### src/rtl/nibble_serial_adder_pkg.sv
// Shared constants and sequencer state encoding for the nibble-serial adder.
package nibble_serial_adder_pkg;

   localparam int NIBBLE_W = 4;

   typedef enum logic [1:0] {
      IDLE = 2'd0,
      RUN  = 2'd1,
      DONE = 2'd2
   } state_t;

endpackage

### src/rtl/nibble_serial_adder.sv
// Sequencer that adds two WIDTH-bit operands one nibble per clock by driving an
// external 4-bit adder, least-significant nibble first.
//
// Handshakes: a transfer happens on a rising edge where valid and ready are both
// high. in_ready is high only in IDLE; out_valid is high only in DONE and stays
// high, with result/result_cout stable, until out_ready is seen at an edge.
module nibble_serial_adder
   import nibble_serial_adder_pkg::*;
#(
   parameter int WIDTH = 16  // multiple of 4, at least 4
) (
   input  logic             clk,
   input  logic             rst,
   input  logic             in_valid,
   output logic             in_ready,
   input  logic [WIDTH-1:0] op_a,
   input  logic [WIDTH-1:0] op_b,
   input  logic             op_cin,
   output logic [3:0]       add_a,
   output logic [3:0]       add_b,
   output logic             add_cin,
   input  logic [3:0]       add_sum,
   input  logic             add_cout,
   output logic             out_valid,
   input  logic             out_ready,
   output logic [WIDTH-1:0] result,
   output logic             result_cout,
   output logic [1:0]       dbg_state_o
);

   localparam int NIB   = WIDTH / NIBBLE_W;
   localparam int IDX_W = (NIB > 1) ? $clog2(NIB) : 1;
   localparam logic [IDX_W-1:0] LAST_IDX = IDX_W'(NIB - 1);

   state_t           state_q, state_d;
   // Operands shift right one nibble per RUN cycle, so nibble idx is always at [3:0].
   logic [WIDTH-1:0] a_q, a_d;
   logic [WIDTH-1:0] b_q, b_d;
   logic             carry_q, carry_d;
   logic [IDX_W-1:0] idx_q, idx_d;
   logic [WIDTH-1:0] result_q, result_d;
   logic             rcout_q, rcout_d;

   // Next-state and datapath updates for the IDLE -> RUN -> DONE sequence.
   always_comb begin
      state_d  = state_q;
      a_d      = a_q;
      b_d      = b_q;
      carry_d  = carry_q;
      idx_d    = idx_q;
      result_d = result_q;
      rcout_d  = rcout_q;
      case (state_q)
         IDLE: begin
            if (in_valid) begin
               a_d     = op_a;
               b_d     = op_b;
               carry_d = op_cin;
               idx_d   = '0;
               state_d = RUN;
            end
         end
         RUN: begin
            a_d     = a_q >> NIBBLE_W;
            b_d     = b_q >> NIBBLE_W;
            carry_d = add_cout;
            idx_d   = idx_q + IDX_W'(1);
            result_d[idx_q*NIBBLE_W +: NIBBLE_W] = add_sum;
            if (idx_q == LAST_IDX) begin
               idx_d   = '0;
               rcout_d = add_cout;
               state_d = DONE;
            end
         end
         DONE: begin
            if (out_ready) begin
               state_d = IDLE;
            end
         end
         default: state_d = IDLE;
      endcase
   end

   // State and datapath registers with synchronous reset.
   always_ff @(posedge clk) begin
      if (rst) begin
         state_q  <= IDLE;
         a_q      <= '0;
         b_q      <= '0;
         carry_q  <= 1'b0;
         idx_q    <= '0;
         result_q <= '0;
         rcout_q  <= 1'b0;
      end else begin
         state_q  <= state_d;
         a_q      <= a_d;
         b_q      <= b_d;
         carry_q  <= carry_d;
         idx_q    <= idx_d;
         result_q <= result_d;
         rcout_q  <= rcout_d;
      end
   end

   assign in_ready    = (state_q == IDLE);
   assign out_valid   = (state_q == DONE);
   // Adder inputs are forced to zero whenever no nibble is being processed.
   assign add_a       = (state_q == RUN) ? a_q[NIBBLE_W-1:0] : '0;
   assign add_b       = (state_q == RUN) ? b_q[NIBBLE_W-1:0] : '0;
   assign add_cin     = (state_q == RUN) ? carry_q : 1'b0;
   assign result      = result_q;
   assign result_cout = rcout_q;
   assign dbg_state_o = state_q;

endmodule
### config.mk
export PLATFORM = sky130hd
export DESIGN_NAME = nibble_serial_adder
export DESIGN_NICKNAME = d
export VERILOG_FILES = /design/src/rtl/nibble_serial_adder_pkg.sv /design/src/rtl/nibble_serial_adder.sv
export SDC_FILE = /design/constraint.sdc
export NUM_CORES = 1
export LEC_CHECK = 0
export ABC_CLOCK_PERIOD_IN_PS = 1750
export BUFFER_PORTS_ARGS = -buffer_cell sky130_fd_sc_hd__buf_2
export CELL_PAD_IN_SITES_DETAIL_PLACEMENT = 0
export CELL_PAD_IN_SITES_GLOBAL_PLACEMENT = 1
export CORE_UTILIZATION = 34
export DETAILED_ROUTE_END_ITERATION = 10
export PLACE_DENSITY = 0.76
export SLEW_MARGIN = 25
export SYNTH_ARGS = -nofsm -noshare
export SYNTH_HDL_FRONTEND = slang
export SYNTH_SLANG_ARGS = --single-unit
### constraint.sdc
create_clock -name clk -period 1.75 [get_ports clk]
set_clock_uncertainty 0.2 [all_clocks]
set_input_delay 0.0875 -clock clk [delete_from_list [all_inputs] [get_ports clk]]
set_output_delay 0.0875 -clock clk [all_outputs]
set_load 0.1 [all_outputs]
==> flow_metrics.tcl <==
set metrics [dict create \
    outcome "completed" \
    regArea_um2 1090 \
    power.internal_uw 2010 \
    drt_first_pass_iters 4 \
    crit_path_start_kind "flop" \
    num_antenna_cells 0 \
    synth_edf_count 0 \
    slew_viol_final 0 \
    yosys.area_share.adder_pct 2.44 \
    fmax_mhz 601 \
    finalNonFillerCells 481 \
    post-route-util_pct 51.1 \
    dpl_cell_area_um2 3280 \
    p_switching_uw 818 \
    synthArstFlopShare_pct 0 \
    max_cap_violations 0 \
    setup_viol 0 \
    tightestPinTransition_ns 0.594 \
    area_growth_pct 44.6 \
    syn_area_per_cell_um2 8.75 \
    antenna_found_initial 0 \
    grt.total_usage_pct 19.1 \
    fin_crit_sh_pct 95.0 \
    crit_path_max_fanout 5 \
    reg2reg_depth 5 \
    crit_required_ns 1.46 \
    dp_hpwl_um 4270 \
    power_density_nw_per_um2 763 \
    rows 31 \
    synth_top_family_by_area "simple AND/OR/NAND/NOR gates" \
    netSwitchingFraction_pct 28.9 \
    syn_inst 293 \
    netlist_area_um2 2560 \
    synth_simple_gate_area_share_pct 25.1 \
    ff2ff_setup_slack_ns 0.11 \
    synth_cell_type_count 35 \
    cts_tree "yes" \
    drive_gt1_share_pct 39.0 \
    worst_setup_path_end_kind "output pin" \
    grt_pass1_vias 2407 \
    muxShareOfSynthArea_pct 0.780 \
    drt_first_iter_violations 152 \
    max-clock-path-buffers 2 \
    ys_ff_latch 54 \
    report.power.total_uw 2830 \
    place_ws_ns -0.0455 \
    rsz0062_at_grt "no" \
    nFillCells 702 \
    routed_wl_um 7220 \
    die_w_um 88.9 \
    synth-compound-area-share_pct 23.7 \
    crit_type "flop to output pin" \
    multiInputGateArea_um2 1400 \
    vias_per_cell 5.06 \
    worstPathArrival_ns 1.38 \
    r2r_start "idx_q[0]" \
    comb_power_share_pct 24.4 \
    grt-ovfl-total 0 \
    via_count 2435 \
    final_nets 428 \
    ir_drop_mv 0.367 \
    hold_path_depth 4 \
    r2r_end "result[14]" \
    clk_pin_slew_worst_paths_ns 0.09 \
    clock_latency_ns 0.30 \
    dp.cells 449 \
    wl_per_cell_um 15.0 \
    port_buffers 71 \
    finalHoldViolations 0 \
    routabilityCongestion 0.781 \
    clockRootBuffer "clkbuf_8" \
    pwr-share-clk_pct 28.4 \
    period_needed_ns 1.66 \
    design_area_um2 3710 \
    p_seq_share_pct 47.3 \
    drcViolationCount 0 \
    syn_nets 340 \
    ant_nets 0 \
    fp.coreArea_um2 7250 \
    timing.slew.headroom_pct 60.3 \
    ios 72 \
    p_leak_uw 0.00158 \
    dominantRegCellSynth "dfxtp_1" \
    fin_ws_ns 0.0872 \
    cts_made_buffers 5 \
    grt_max_degree 34 \
    initial_utilization_pct 35.4 \
    yosysWarnings 0 \
    clock-sinks 54 \
    htreeDepth 2 \
    hold_class "primary input to flop" \
    die_area_um2 7900 \
    holdPathEnd "b_q[10]" \
    yosysSeqAreaShare_pct 42.1 \
    synthXorXnorAreaFrac_pct 0 \
    worstHoldStart "op_b[10]" \
    grt_pass1_wl_um 11500 \
    dieHeight_um 88.9 \
]
layer usage:
metal  vias to the layer above  part of all wire [%]  track usage [%]  wire length [um]
met1                      1142                    47             25.3              3400
li1                       1225                     -                -                 -
met3                         7                   4.0             3.26               292
met5                         -                     0                0                 0
met2                        61                    48             32.4              3480
met4                         0                  0.69             4.11                50
worst max path at each step:
stage | startpoint | endpoint | slack, ns
6_report | dbg_state_o[1] | add_cin | 0.09
5_1_grt | idx_q[0] | result[14] | 0.002
4_1_cts | dbg_state_o[1] | add_a[3] | -0.04
3_5_place_dp | dbg_state_o[0] | a_q[11] | -0.05
3_3_place_gp | dbg_state_o[0] | a_q[11] | 0.0009
2_1_floorplan | dbg_state_o[0] | add_a[0] | 0.002
cells in the final DEF, fill, tap and decap left out, types with 12 or more instances in the layout:
cell,instances
buf_2,59
dfxtp_1,50
a21oi_1,40
nor2_1,34
nor2b_1,26
o221a_2,25
nand2_1,15
dlygate4sd3_1,15
buf_12,13
buf_4,12
cell families (layout without fill, tap and decap cells):
logic type / after synthesis / count (layout)
muxes: 2 / 2
AOI/OAI and AO/OA: 82 / 82
and+or+nand+nor: 117 / 117
buffers and inverters: 33 / 122
DFF: 54 / 54
adders and majority gates: 5 / 5
registers in the layout, indices dropped and copies added (netlist names):
signal / count
idx_q: 2
carry_q: 1
result_cout: 1
b_q: 16
dbg_state_o: 2
result: 16
a_q: 16
power groups by stage:
stage	Combinational (uW)	Clock [uW]	Sequential, uW
global route	741	879	1350
floorplan	382	0	1410
global placement	611	0	1360
detailed placement	620	0	1360
finish	690	803	1340
CTS	698	821	1340
cells in the mapped netlist, types with 4 or more instances:
master,count,area [um^2]
nand3b_1,5,37.5
a21oi_1,40,200
nor2b_1,27,169
dfxtp_1,54,1080
o32ai_1,4,35.0
nor2_1,36,135
ha_1,5,62.6
and2_1,9,56.3
nand2_1,15,56.3
buf_2,12,60.1
o221a_2,25,282
inv_1,9,33.8
o21ai_0,4,20.0
a22oi_1,6,45.0
nand4_1,10,62.6
clkbuf_1,9,33.8
worst max-delay path, cell delays in order (launching register included):
cell and delay [ns]:
dfxtp_4 0.36, and2b_2 0.25, buf_6 0.14, and2_4 0.16, buf_12 0.17
final cells by class:
class                   count  share of cell area (%)
multi-input cells         206                    37.8
flip-flops and latches     54                    29.4
repair buffers            105                    25.6
well taps                  99                    3.34
clock buffers               8                    2.97
inverters                   9                   0.911
metrics by stage:
stage,hold slack [ns],TNS (ns)
2_1_floorplan,0.0314,0
3_3_place_gp,0.128,0
3_5_place_dp,0.138,-0.180
4_1_cts,0.0178,-0.202
5_1_grt,0.0396,0
6_report,0.0284,0
what timing repair did:
item | CTS | global route
cloned | 5 | 0
resized for setup | 6 | 4
setup buffers | 6 | 0
pin swaps | 4 | 5
hold buffers | 15 | 0
endpoints found under the hold margin | 27 | 0
setup endpoints to repair | 34 | 21
Note: power is estimated with default switching activity, not from simulation.
